$ cat config.mk
export PLATFORM = sky130hd
export DESIGN_NAME = sa_seq_ctrl
export DESIGN_NICKNAME = d
export VERILOG_FILES = /design/src/rtl/sa_pkg.sv /design/src/rtl/sa_addr_cnt.sv /design/src/rtl/sa_seq_ctrl.sv
export SDC_FILE = /design/constraint.sdc
export NUM_CORES = 1
export LEC_CHECK = 0
export BUFFER_PORTS_ARGS = -buffer_cell sky130_fd_sc_hd__buf_4
export CELL_PAD_IN_SITES_DETAIL_PLACEMENT = 0
export CELL_PAD_IN_SITES_GLOBAL_PLACEMENT = 2
export CORE_ASPECT_RATIO = 0.9
export CORE_MARGIN = 2
export CORE_UTILIZATION = 30
export CTS_BUF_LIST = sky130_fd_sc_hd__clkbuf_2 sky130_fd_sc_hd__clkbuf_4 sky130_fd_sc_hd__clkbuf_8
export DETAILED_ROUTE_END_ITERATION = 8
export GPL_TIMING_DRIVEN = 0
export PLACE_DENSITY = 0.88
export SLEW_MARGIN = 20
export SYNTH_ARGS = -nofsm -noshare
export SYNTH_HDL_FRONTEND = slang
export SYNTH_SLANG_ARGS = --single-unit
$ cat constraint.sdc
create_clock -name clk_i -period 1.69 [get_ports clk_i]
set_input_delay 0 -clock clk_i [delete_from_list [all_inputs] [get_ports clk_i]]
set_output_delay 0 -clock clk_i [all_outputs]
set_load 0.05 [all_outputs]
$ cat src/rtl/sa_pkg.sv
// Shared types and constants for the systolic-array sequencer.
// State encoding and memory read latency live here so every consumer agrees on them.
package sa_pkg;

    typedef enum logic [2:0] {
        ST_IDLE    = 3'd0,
        ST_PRELOAD = 3'd1,
        ST_STREAM  = 3'd2,
        ST_DRAIN   = 3'd3,
        ST_DONE    = 3'd4
    } sa_seq_state_t;

    // Cycles between a memory read request and its data being usable by the array.
    localparam int MEM_LAT = 1;

endpackage

$ cat src/rtl/sa_addr_cnt.sv
// Saturating address up-counter with synchronous clear, enable and terminal flag.
// The count stops at N-1 so an address never wraps back to 0 mid-job.
module sa_addr_cnt #(
    parameter int N = 4,
    parameter int W = (N > 1) ? $clog2(N) : 1
) (
    input  logic         clk_i,
    input  logic         rst_i,
    input  logic         clr_i,
    input  logic         en_i,
    output logic [W-1:0] cnt_o,
    output logic         term_o
);

    localparam logic [W-1:0] LAST = W'(N - 1);

    logic [W-1:0] cnt_r;

    // Count register: clear has priority over enable, hold at the last address.
    always_ff @(posedge clk_i or posedge rst_i) begin
        if (rst_i) begin
            cnt_r <= '0;
        end else if (clr_i) begin
            cnt_r <= '0;
        end else if (en_i && (cnt_r != LAST)) begin
            cnt_r <= cnt_r + W'(1);
        end else begin
            cnt_r <= cnt_r;
        end
    end

    assign cnt_o  = cnt_r;
    assign term_o = (cnt_r == LAST);

endmodule

$ cat src/rtl/sa_seq_ctrl.sv
// Job sequencer for a weight-stationary systolic array: preload weights, stream inputs, collect results.
// Optional cycle counter output perf_cycles_o is built when SA_SEQ_PERF_EN is defined.
module sa_seq_ctrl
    import sa_pkg::*;
#(
    parameter int WIDTH  = 8,
    parameter int ROW    = 3,
    parameter int COL    = 3,
    parameter int I_SIZE = 5,
    parameter int O_SIZE = 5
) (
    input  logic                       clk_i,
    input  logic                       rst_i,
    input  logic                       start_i,
    output logic                       done_o,
    output logic                       busy_o,
    output logic                       wb_mem_cenb_o,
    output logic                       wb_mem_wenb_o,
    output logic [$clog2(ROW)-1:0]     wb_mem_addr_o,
    output logic                       ib_mem_cenb_o,
    output logic                       ib_mem_wenb_o,
    output logic [$clog2(I_SIZE)-1:0]  ib_mem_addr_o,
    output logic                       ob_mem_cenb_o,
    output logic                       ob_mem_wenb_o,
    output logic [$clog2(O_SIZE)-1:0]  ob_mem_addr_o,
    output logic [COL*WIDTH-1:0]       ob_mem_data_o,
    output logic                       sa_wload_o,
    output logic                       sa_ivalid_o,
    input  logic                       sa_ovalid_i,
    input  logic [COL*WIDTH-1:0]       sa_odata_i
`ifdef SA_SEQ_PERF_EN
    ,
    output logic [31:0]                perf_cycles_o
`endif
);

    localparam int WA_W = $clog2(ROW);
    localparam int IA_W = $clog2(I_SIZE);
    localparam int OA_W = $clog2(O_SIZE);

    sa_seq_state_t state_r, state_nxt_s;

    logic [WA_W-1:0] wcnt_s;
    logic [IA_W-1:0] icnt_s;
    logic [OA_W-1:0] ocnt_s;
    logic            wterm_s, iterm_s, oterm_s;
    logic            wclr_s, iclr_s, oclr_s;
    logic            accept_s;

    logic            wb_cenb_r, ib_cenb_r, ob_cenb_r, ob_wenb_r;
    logic [OA_W-1:0] ob_addr_r;
    logic [COL*WIDTH-1:0] ob_data_r;
    logic            done_r, busy_r, last_wr_r;
    logic [MEM_LAT-1:0] wload_pipe_r, ivalid_pipe_r;

    logic            wb_cenb_nxt_s, ib_cenb_nxt_s, ob_cenb_nxt_s, ob_wenb_nxt_s;
    logic [OA_W-1:0] ob_addr_nxt_s;
    logic [COL*WIDTH-1:0] ob_data_nxt_s;
    logic            done_nxt_s, busy_nxt_s, last_wr_nxt_s;
    logic [MEM_LAT-1:0] wload_pipe_nxt_s, ivalid_pipe_nxt_s;

    // A result row is taken only while results can arrive and fewer than O_SIZE have been taken.
    assign accept_s = sa_ovalid_i && !last_wr_r &&
                      ((state_r == ST_STREAM) || (state_r == ST_DRAIN));

    // Each address counter is held at zero whenever its phase is not (or no longer) active.
    assign wclr_s = (state_nxt_s != ST_PRELOAD);
    assign iclr_s = (state_nxt_s != ST_STREAM);
    assign oclr_s = (state_r == ST_IDLE) || (state_r == ST_DONE);

    sa_addr_cnt #(.N(ROW), .W(WA_W)) u_wcnt (
        .clk_i (clk_i), .rst_i (rst_i), .clr_i (wclr_s),
        .en_i  (state_r == ST_PRELOAD), .cnt_o (wcnt_s), .term_o (wterm_s)
    );

    sa_addr_cnt #(.N(I_SIZE), .W(IA_W)) u_icnt (
        .clk_i (clk_i), .rst_i (rst_i), .clr_i (iclr_s),
        .en_i  (state_r == ST_STREAM), .cnt_o (icnt_s), .term_o (iterm_s)
    );

    sa_addr_cnt #(.N(O_SIZE), .W(OA_W)) u_ocnt (
        .clk_i (clk_i), .rst_i (rst_i), .clr_i (oclr_s),
        .en_i  (accept_s), .cnt_o (ocnt_s), .term_o (oterm_s)
    );

    // State register.
    always_ff @(posedge clk_i or posedge rst_i) begin
        if (rst_i) begin
            state_r <= ST_IDLE;
        end else begin
            state_r <= state_nxt_s;
        end
    end

    // Next-state logic; completing the last result write ends the job even if streaming is unfinished.
    always_comb begin
        state_nxt_s = state_r;
        case (state_r)
            ST_IDLE:    state_nxt_s = start_i ? ST_PRELOAD : ST_IDLE;
            ST_PRELOAD: state_nxt_s = wterm_s ? ST_STREAM : ST_PRELOAD;
            ST_STREAM: begin
                if (last_wr_r) begin
                    state_nxt_s = ST_DONE;
                end else if (iterm_s) begin
                    state_nxt_s = ST_DRAIN;
                end else begin
                    state_nxt_s = ST_STREAM;
                end
            end
            ST_DRAIN:   state_nxt_s = last_wr_r ? ST_DONE : ST_DRAIN;
            ST_DONE:    state_nxt_s = ST_IDLE;
            default:    state_nxt_s = ST_IDLE;
        endcase
    end

    // Output logic: next values for the output registers, decoded from the upcoming state.
    always_comb begin
        wb_cenb_nxt_s     = (state_nxt_s != ST_PRELOAD);
        ib_cenb_nxt_s     = (state_nxt_s != ST_STREAM);
        busy_nxt_s        = (state_nxt_s != ST_IDLE);
        done_nxt_s        = (state_nxt_s == ST_DONE);
        wload_pipe_nxt_s  = MEM_LAT'({wload_pipe_r, (state_r == ST_PRELOAD)});
        ivalid_pipe_nxt_s = MEM_LAT'({ivalid_pipe_r, (state_r == ST_STREAM)});
        ob_cenb_nxt_s     = !accept_s;
        ob_wenb_nxt_s     = !accept_s;
        if (accept_s) begin
            ob_addr_nxt_s = ocnt_s;
            ob_data_nxt_s = sa_odata_i;
        end else begin
            ob_addr_nxt_s = '0;
            ob_data_nxt_s = ob_data_r;
        end
        if (oclr_s) begin
            last_wr_nxt_s = 1'b0;
        end else begin
            last_wr_nxt_s = last_wr_r || (accept_s && oterm_s);
        end
    end

    // Output registers.
    always_ff @(posedge clk_i or posedge rst_i) begin
        if (rst_i) begin
            wb_cenb_r     <= 1'b1;
            ib_cenb_r     <= 1'b1;
            ob_cenb_r     <= 1'b1;
            ob_wenb_r     <= 1'b1;
            ob_addr_r     <= '0;
            ob_data_r     <= '0;
            done_r        <= 1'b0;
            busy_r        <= 1'b0;
            last_wr_r     <= 1'b0;
            wload_pipe_r  <= '0;
            ivalid_pipe_r <= '0;
        end else begin
            wb_cenb_r     <= wb_cenb_nxt_s;
            ib_cenb_r     <= ib_cenb_nxt_s;
            ob_cenb_r     <= ob_cenb_nxt_s;
            ob_wenb_r     <= ob_wenb_nxt_s;
            ob_addr_r     <= ob_addr_nxt_s;
            ob_data_r     <= ob_data_nxt_s;
            done_r        <= done_nxt_s;
            busy_r        <= busy_nxt_s;
            last_wr_r     <= last_wr_nxt_s;
            wload_pipe_r  <= wload_pipe_nxt_s;
            ivalid_pipe_r <= ivalid_pipe_nxt_s;
        end
    end

    assign done_o        = done_r;
    assign busy_o        = busy_r;
    assign wb_mem_cenb_o = wb_cenb_r;
    assign wb_mem_wenb_o = 1'b1;
    assign wb_mem_addr_o = wcnt_s;
    assign ib_mem_cenb_o = ib_cenb_r;
    assign ib_mem_wenb_o = 1'b1;
    assign ib_mem_addr_o = icnt_s;
    assign ob_mem_cenb_o = ob_cenb_r;
    assign ob_mem_wenb_o = ob_wenb_r;
    assign ob_mem_addr_o = ob_addr_r;
    assign ob_mem_data_o = ob_data_r;
    assign sa_wload_o    = wload_pipe_r[MEM_LAT-1];
    assign sa_ivalid_o   = ivalid_pipe_r[MEM_LAT-1];

`ifdef SA_SEQ_PERF_EN
    logic [31:0] perf_r;

    // Job cycle counter: restarts on an accepted start and freezes once back in IDLE.
    always_ff @(posedge clk_i or posedge rst_i) begin
        if (rst_i) begin
            perf_r <= 32'd0;
        end else if (state_r == ST_IDLE) begin
            perf_r <= start_i ? 32'd0 : perf_r;
        end else begin
            perf_r <= perf_r + 32'd1;
        end
    end

    assign perf_cycles_o = perf_r;
`endif

endmodule

# Word-level counts from Yosys, hierarchy flattened
# Cells that the tools add are included.
# totals
wordCells	60
input_bits	28
register_bits	46
out_inout_bits	42
# classes
mux	14
n_reduce_logical	16
eq_ne	13
addsub	3
# op_table
operator	n
2-to-1 mux 3 bit	7
== test 3 bit, second input constant	4
one-hot mux 3 bit (4 select lines)	1
adder 3 x 1 -> 3 bit, second input constant	2
== test 3 x 2 -> 1 bit, second input constant	2
logical AND 1 bit	6
2-to-1 mux 2 bit	3
inequality test 3 bit, second input constant	2
nonzero test 2 bit	3
== test 3 x 1 -> 1 bit, second input constant	1
logical NOT 3 bit	1
logical OR 1 bit	3
2-to-1 mux 1 bit	3
inequality test 3 x 1 -> 1 bit, second input constant	1
inequality test 3 x 2 -> 1 bit, second input constant	1
nonzero test 3 bit	1
adder 2 x 1 -> 2 bit, second input constant	1
== test 2 bit, second input constant	1
logical NOT 1 bit	2
inequality test 2 bit, second input constant	1

# Longest topological paths before layout
# Gate-level depths: netlist (run 1).
# depth
ltp_word	6
mapped_depth	6
mapped_depth_nobuf	6

# Hierarchy
# A second synthesis (run 1) with hierarchy kept.
# hier_totals
hier_cells	148
area_unflattened_um2	1988.2
# modules_own_cells
module	area_each_um2	instances	cells_per_inst
sa_seq_ctrl	1451.4	1	98
sa_addr_cnt at u_icnt ...	201.4	2	19
sa_addr_cnt at u_wcnt	133.9	1	12

# Worst setup path after synthesis (run 1)
# OpenSTA, ideal clock, no wires.
# synth_path
path_type	register -> register
start	register u_wcnt.cnt_r[0] (netlist: u_wcnt.cnt_o[0])
end	register u_wcnt.cnt_r[1] (netlist: u_wcnt.cnt_o[1])
t_arrival_ns	1.825
synth_period_minus_slack_ns	1.918
stages_incl_launch_ff	6
setup_slack_ns	-0.228
n_path_buf	0
setup_time_ns	0.094
path_cell_list	dfrtp_1 inv_1 ha_1 nand2_1 or4b_2 a211oi_1
# synth_via
elab_chain_cells	5
word_cells_on_any_way	10
cone_classes	add/sub: 1; eq/ne: 3; mux: 4; reduce/logical: 2
# synth_rtl
element	line	rtl
from (decl)	sa_addr_cnt.sv:17	logic [W-1:0] cnt_r;
from (signal assigned)	sa_addr_cnt.sv:26	cnt_r <= cnt_r + W'(1);
from (signal assigned)	sa_addr_cnt.sv:28	cnt_r <= cnt_r;
== test 2 bit (*)	sa_addr_cnt.sv:33	assign term_o = (cnt_r == LAST);
2-to-1 mux 2 bit (*)	sa_seq_ctrl.sv:100	ST_PRELOAD: state_nxt_s = wterm_s ? ST_STREAM : ST_PRELOAD;
one-hot mux 3 bit (4 select lines) (*)	sa_seq_ctrl.sv:98	case (state_r)
inequality test 3 x 1 -> 1 bit (*)	sa_seq_ctrl.sv:67	assign wclr_s = (state_nxt_s != ST_PRELOAD);
via u_wcnt.clr_i	sa_addr_cnt.sv:9	input logic clr_i,
2-to-1 mux 2 bit / nonzero test 2 bit (equally long branches)	-	
# The timed path passes the listed nets; every way through them passes the cells marked *. The select of a mux whose other input is x is not followed.
# A chain may end at the register's enable or synchronous reset.

# Worst setup path after layout (run 1)
# Ends and elaborated chain as after synthesis.

==> metrics, run 1 <==
status finished clean; antenna cell count 0; leading cell types in the layout, fill and taps excluded sky130_fd_sc_hd__buf_4, sky130_fd_sc_hd__dfrtp_1, sky130_fd_sc_hd__dlygate4sd3_1; Area growth syn-to-layout 53.8%; routability-driven placement congestion ratio 0.691; total CTS buffers 5; first-pass GRT wire length 6660 µm; Total Nets Final 285; clock sink total 46; minimum clock period 1.63 ns; total congestion overflow 0; I/O pin count 70; category of the critical setup timing path flop to flop; Cell Pwr Density 2070 mW/mm²; final number of max-transition violations 0; setup slack of the worst register-to-register path 0.06 ns; violation count after the first detailed-routing iteration 29; drt pass-1 iters 4; worst-path fanout max 4; proportion of synthesized flip-flops having asynchronous set or reset 100%; commonest non-fill, non-tap cell in the layout sky130_fd_sc_hd__buf_4; Max Fclk 0.613 GHz; number of synthesized register bits 46; Non-Filler Cell Area, Final 0.00298 mm²; detailed-route wire length 4380 µm; initial standard-cell utilization of the core 31.3%; vertical die dimension 80.3 µm; post-synthesis sequential area ratio 59.6%; DRC violations left 0; final hold violations 0; Clk Latency, worst-skew pair 0.29 ns; combined area of all synthesized cells 0.00194 mm²; instance count of the mapped netlist 150; count of synthesis-stage warnings from yosys 0; port bufs 67; kind of path behind the tightest hold check input pin to async pin; number of unique standard cell types used by synthesis 35; H-tree depth reported by CTS 2; mean post-synth cell area 12.9 µm²; row count 27; final total power 6.17 mW; average via count per standard cell 4.42; die area 0.00712 mm²; antenna violations before repair 0; max-cap viol count 0; CTS root buffer sky130_fd_sc_hd__clkbuf_8; worst hold slack 0.309 ns; wire length per cell after detailed routing 12.9 µm; data arrival time of the worst path 1.83 ns; Clock Path Buffers 2; leakage power 1.38 nW; setup-violating endpoint count in the final report 0; clock skew after layout 0.00735 ns; maximum number of pins on one net before global-route repair 26; vias in the first global route 1452; clock input transition at the sequential cells of the worst setup and hold paths 0.09 ns; DR vias 1502; aggregate global-route resource usage 12.0%; post-detailed-placement cell area 0.00258 mm²; final period utilization 96.6%; Post-synth EDFFs 0; startpoint types flop; Req. time, crit path 1.88 ns; maximum resistive drop on vdd 1.01 mV; TritonCTS clock tree yes; core area 0.00618 mm²; Total Neg Setup Slack 0 ns; antenna violation net count after detailed routing 0; die width 88.7 µm; DP HPWL 2910 µm; layout cells sized above 1 49.8%; critical path capture point type flop; Post-synth top flop sky130_fd_sc_hd__dfrtp_1
==> final cells by class <==
class / count / area (µm²)
plain buffers: 9 / 66.3
clock buffers: 5 / 68.8
clock inverters: 3 / 45.0
fillers: 575 / 3200
inverters: 11 / 41.3
multi-input cells: 84 / 701
flip-flops and latches: 46 / 1160
well taps: 87 / 109
repair buffers: 95 / 791
==> cells in the mapped netlist, types with 2 or more instances <==
master,count,share of area [%]
sky130_fd_sc_hd__dfrtp_1,43,56
sky130_fd_sc_hd__nand2_1,5,0.97
sky130_fd_sc_hd__nor3b_1,4,1.5
sky130_fd_sc_hd__buf_2,4,1.0
sky130_fd_sc_hd__dfstp_2,3,4.1
sky130_fd_sc_hd__nor2_1,7,1.4
sky130_fd_sc_hd__a21o_1,4,1.5
sky130_fd_sc_hd__a31oi_1,2,0.65
sky130_fd_sc_hd__a211oi_1,4,1.5
sky130_fd_sc_hd__buf_4,4,1.5
sky130_fd_sc_hd__o21ai_0,3,0.77
sky130_fd_sc_hd__ha_1,5,3.2
sky130_fd_sc_hd__a21oi_1,3,0.77
sky130_fd_sc_hd__nand3_1,4,1.0
sky130_fd_sc_hd__inv_1,11,2.1
sky130_fd_sc_hd__mux2_2,24,14
sky130_fd_sc_hd__and2_1,2,0.65
==> final timing paths <==
check / start / to / depth (start not counted)
setup / recovery: u_wcnt.cnt_o[0] / u_wcnt.cnt_o[1] / 5
hold / removal: rst_i / ob_mem_data_o[8] / 3
setup reg to reg: u_wcnt.cnt_o[0] / u_wcnt.cnt_o[1] / 5
hold reg to reg: ob_mem_data_o[0] / ob_mem_data_o[0] / 1
max in group asynchronous: rst_i / ib_mem_cenb_o / 4
min in group clk_i: sa_ovalid_i / ob_mem_data_o[21] / 3
==> cell families (layout without fill, tap and decap cells) <==
| kind of cell | Yosys count | in the layout | share of synthesized area [%] |
|---|---|---|---|
| other | 1 | 2 | 0.193 |
| adder cells (fa/ha/maj) | 5 | 5 | 3.23 |
| buffers and inverters | 21 | 123 | 5.49 |
| multiplexers | 24 | 24 | 13.9 |
| AO/OA/AOI/OAI | 20 | 20 | 7.29 |
| AND/OR/NAND/NOR | 33 | 33 | 10.3 |
| flip-flops | 46 | 46 | 59.6 |
==> critical path: stages (launching register included) <==
cell and delay, ns:
sky130_fd_sc_hd__dfrtp_2 0.38, sky130_fd_sc_hd__inv_1 0.06, sky130_fd_sc_hd__ha_2 0.21, sky130_fd_sc_hd__nand2_1 0.09
sky130_fd_sc_hd__or4b_2 0.61, sky130_fd_sc_hd__a211oi_1 0.19
==> repair_timing <==
| action | in CTS | in global routing |
|---|---|---|
| resized for setup | 2 | 3 |
| hold buffers | 25 | 1 |
| endpoints found under the setup margin | 22 | 7 |
| setup buffers | 0 | 1 |
| hold endpoints to repair | 43 | 1 |
| pin swaps | 0 | 0 |
==> routing by layer <==
layer,share of wire (%),vias up,GRT usage [%]
met2,49,42,20.4
li1,-,721,-
met5,0,-,0
met3,6.5,2,3.39
met4,0.23,0,2.27
met1,44,737,15.4
==> sequential cells by signal, summed over array words and instances (netlist names), 2 cells and up <==
name / flops
u_ocnt.cnt_o: 3
ob_mem_data_o: 24
ob_mem_addr_o: 3
u_wcnt.cnt_o: 2
u_icnt.cnt_o: 3
state_r: 3
==> metrics by stage <==
stage                     setup WS (ns)  utilization [%]  instances
after floorplan                 -0.0449                -        151
after global placement           -0.185             41.4        305
after detailed placement         -0.164             41.8        306
after CTS                        0.0101             47.7        338
after global routing           -0.00165             48.2        340
final                            0.0578             48.2        340
==> power breakdown <==
part	total (mW)	internal, mW	switching [mW]
registers	1.81	1.58	0.226
logic	3.55	1.25	2.30
clock network	0.816	0.440	0.376
total	6.17	3.27	2.90
Power figures use the tool's default switching activity.
==> run 2, diff against run 1 <==
Settings changed: ABC_AREA set to 1, CORE_UTILIZATION 30 to 29, PLACE_DENSITY 0.88 to 0.93.
==> run 2 against run 1 <==
Area after synthesis is 1.4% lower. Sequential cell count stayed put. Clock skew is 0.0027 ns lower. Largest cell class unchanged. Largest power group unchanged.
==> metrics, run 2 <==
DP HPWL 2960 µm (was 2910 µm); detailed-route wire length 4340 µm (was 4380 µm); DR vias 1606 (was 1502); minimum clock period 1.37 ns (was 1.63 ns); final number of max-transition violations 0 (unchanged); top post-synthesis cells by count sky130_fd_sc_hd__nand2_1, sky130_fd_sc_hd__dfrtp_1, sky130_fd_sc_hd__inv_1 (was sky130_fd_sc_hd__dfrtp_1, sky130_fd_sc_hd__mux2_2, sky130_fd_sc_hd__inv_1); share of Yosys cell area claimed by the top area cell type 56.3% (was 55.5%); number of cells on the worst hold path 7; Clk Latency, worst-skew pair 0.30 ns (was 0.29 ns); Non-Filler Cell Area, Final 0.00292 mm² (was 0.00298 mm²); TritonCTS clock tree yes (unchanged); max-cap viol count 0 (unchanged); total CTS buffers 5 (unchanged); I/O pin count 70 (unchanged); maximum resistive drop on vdd 0.608 mV (was 1.01 mV); number of unique standard cell types used by synthesis 21 (was 35); vertical die dimension 81 µm (was 80.3 µm); Total Nets Final 342 (was 285); category of the critical setup timing path flop to flop (unchanged); clock skew after layout 0.00466 ns (was 0.00735 ns); violation count after the first detailed-routing iteration 38 (was 29); unrepaired setup endpoints after global routing false; maximum number of pins on one net before global-route repair 32 (was 26); data arrival time of the worst path 1.56 ns (was 1.83 ns); antenna violations before repair 0 (unchanged); layout cells sized above 1 31.6% (was 49.8%); count of synthesis-stage warnings from yosys 0 (unchanged); Post-synth EDFFs 0 (unchanged); average via count per standard cell 4.02 (was 4.42); r2r worst-path depth 9 (was 5); combined area of all synthesized cells 0.00191 mm² (was 0.00194 mm²); proportion of synthesized flip-flops having asynchronous set or reset 100% (unchanged); die width 89.6 µm (was 88.7 µm); net load switching power 2.84 mW (was 2.90 mW); worst-path cell with the longest stage delay sky130_fd_sc_hd__dfrtp_1 (was sky130_fd_sc_hd__or4b_2); final total power 5.78 mW (was 6.17 mW); total congestion overflow 0 (unchanged); final period utilization 81.0% (was 96.6%); simple-gate portion of the synthesized area 25.3% (was 10.3%); Cell Count, Final, Fillers Out 400 (was 340); vias in the first global route 1502 (was 1452); Req. time, crit path 1.88 ns (about the same); mean post-synth cell area 9.23 µm² (was 12.9 µm²); M1 wire length 2020 µm (was 1920 µm); critical path capture point type flop (unchanged); leakage power 1.57 nW (was 1.38 nW); Area growth syn-to-layout 52.8% (was 53.8%); initial standard-cell utilization of the core 29.5% (was 31.3%); fraction of power consumed by the clock network 14.0% (was 13.2%); H-tree depth reported by CTS 2 (unchanged); aggregate global-route resource usage 12.6% (was 12.0%); startpoint types flop (unchanged); drt pass-1 iters 4 (unchanged); portion of total power attributed to sequential cells 31.0% (was 29.3%); chain of cells forming the critical path inv_1 > ha_1 > nand2_1 > nand2_1 > nand3_1 > nand3_1 > nand2_1 > nand2_2 > nor2_1 (was inv_1 > ha_2 > nand2_1 > or4b_2 > a211oi_1); Largest register FFs 24 (unchanged); routed wire length on met2 2020 µm (was 2170 µm); switching power as a share of total power 49.1% (was 47.0%); multiplexer share of the synthesized area 0% (was 13.9%); post-synthesis sequential area ratio 60.4% (was 59.6%); routability-driven placement congestion ratio 0.797 (was 0.691); share of power burned in combinational logic 55.0% (was 57.5%); CTS root buffer sky130_fd_sc_hd__clkbuf_8 (unchanged); compound-cell area share of the yosys netlist 2.23% (was 7.30%); clock sink total 46 (unchanged); Largest stage delay, worst path 0.40 ns (was 0.61 ns); most frequently used cell type in the post-synthesis netlist sky130_fd_sc_hd__nand2_1 (was sky130_fd_sc_hd__dfrtp_1); clock input transition at the sequential cells of the worst setup and hold paths 0.09 ns (about the same); antenna violation net count after detailed routing 0 (unchanged); Most common cell on crit path sky130_fd_sc_hd__nand2_1; Post-synth top flop sky130_fd_sc_hd__dfrtp_1 (unchanged); die area 0.00725 mm² (was 0.00712 mm²); dominant combinational cell family by area after synthesis simple AND/OR/NAND/NOR gates (was multiplexers); adder and majority cell fraction of the synthesized area 3.27% (was 3.23%); Cells after DPL 366 (was 306); post-detailed-placement cell area 0.00255 mm² (was 0.00258 mm²); biggest area contributors in the synthesized netlist sky130_fd_sc_hd__dfrtp_1, sky130_fd_sc_hd__nand2_1, sky130_fd_sc_hd__dfstp_2 (was sky130_fd_sc_hd__dfrtp_1, sky130_fd_sc_hd__mux2_2, sky130_fd_sc_hd__dfstp_2); antenna cell count 0 (unchanged); Max Fclk 0.731 GHz (was 0.613 GHz); Cell Pwr Density 1980 mW/mm² (was 2070 mW/mm²); DRC violations left 0 (unchanged); setup slack of the worst register-to-register path 0.32 ns (was 0.06 ns); kind of path behind the tightest hold check input pin to flop (was input pin to async pin); row count 28 (was 27); core area 0.00648 mm² (was 0.00618 mm²); status finished clean (unchanged); worst-path fanout max 4 (unchanged); leading cell types in the layout, fill and taps excluded sky130_fd_sc_hd__nand2_1, sky130_fd_sc_hd__buf_4, sky130_fd_sc_hd__dfrtp_1 (was sky130_fd_sc_hd__buf_4, sky130_fd_sc_hd__dfrtp_1, sky130_fd_sc_hd__dlygate4sd3_1); xor and xnor area share after synthesis 0.458% (was 0%); P_int 2.95 mW (was 3.27 mW); Yosys top cell by area sky130_fd_sc_hd__dfrtp_1 (unchanged); port bufs 67 (unchanged); first-pass GRT wire length 7030 µm (was 6660 µm); final hold violations 0 (unchanged); instance count of the mapped netlist 207 (was 150); wire length per cell after detailed routing 10.8 µm (was 12.9 µm); top layer used by detailed routing met4 (unchanged); commonest non-fill, non-tap cell in the layout sky130_fd_sc_hd__nand2_1 (was sky130_fd_sc_hd__buf_4); detailed route wirelength on metal3 222 µm (was 283 µm); Clock Path Buffers 2 (unchanged); setup-violating endpoint count in the final report 0 (unchanged); fill cell total of the finished layout 636 (was 575); number of synthesized register bits 46 (unchanged)
## run 2: path summary, 6_finish.rpt
kind / start / to
max in group asynchronous: rst_i / ob_mem_wenb_o
min reg2reg: state_r[0] / sa_ivalid_o
min: sa_ovalid_i / ob_mem_data_o[21]
max reg2reg: u_icnt.cnt_o[0] / u_icnt.cnt_o[1]
max: u_icnt.cnt_o[0] / u_icnt.cnt_o[1]
min in group asynchronous: rst_i / done_o
## run 2: final cells by class
type / count / area (µm²) / area share (%)
inverters: 22 / 82.6 / 2.83
clock buffers: 5 / 68.8 / 2.36
multi-input cells: 132 / 606 / 20.7
plain buffers: 8 / 71.3 / 2.44
clock inverters: 3 / 40.0 / 1.37
flip-flops and latches: 46 / 1150 / 39.6
well taps: 90 / 113 / 3.86
repair buffers: 94 / 783 / 26.8
## run 2: timing repair
| action | 4_1_cts | 5_1_grt |
|---|---|---|
| gates resized for setup | 0 | 0 |
| endpoints found under the hold margin | 41 | 0 |
| hold buffers | 26 | 0 |
| buffers inserted | 0 | 0 |
## run 2: worst max-delay path, delay by kind of cell, from the launching register on
kind | cells | cell delay, ns
DFF | 1 | 0.40
adders and majority gates | 1 | 0.14
buffers and inverters | 1 | 0.09
and+or+nand+nor | 7 | 0.62
## run 2: routing by layer
metal  vias up  global-route usage (%)
met4         0                    5.37
met3         6                    3.25
met2        45                    19.2
li1        825                       -
met5         -                       0
met1       730                    17.0
## run 2: cell families after synthesis
kind of cell | Yosys count
xor+xnor | 1
fa+ha+maj | 5
buf+inv | 30
other cells | 1
simple gates | 117
flops | 46
compound gates | 7
## run 2: metrics by stage
stage               setup TNS [ns]  utilization [%]  setup WS, ns  hold WS [ns]
finish                           0             45.0         0.322         0.202
global placement             -2.87             39.0       -0.0691         0.196
CTS                              0             45.0         0.311         0.207
detailed placement               0             39.3         0.326       0.00765
floorplan                        0                -         0.128         0.110
global route                     0             45.0         0.141         0.264
## run 2: power groups by stage
stage                     clock network (mW)  logic (mW)  registers [mW]
after detailed placement                   0        3.16            1.81
after global routing                   0.889        3.43            1.85
final                                  0.810        3.18            1.79
after global placement                     0        3.13            1.80
after CTS                              0.848        3.21            1.80
after floorplan                            0       0.924            3.11
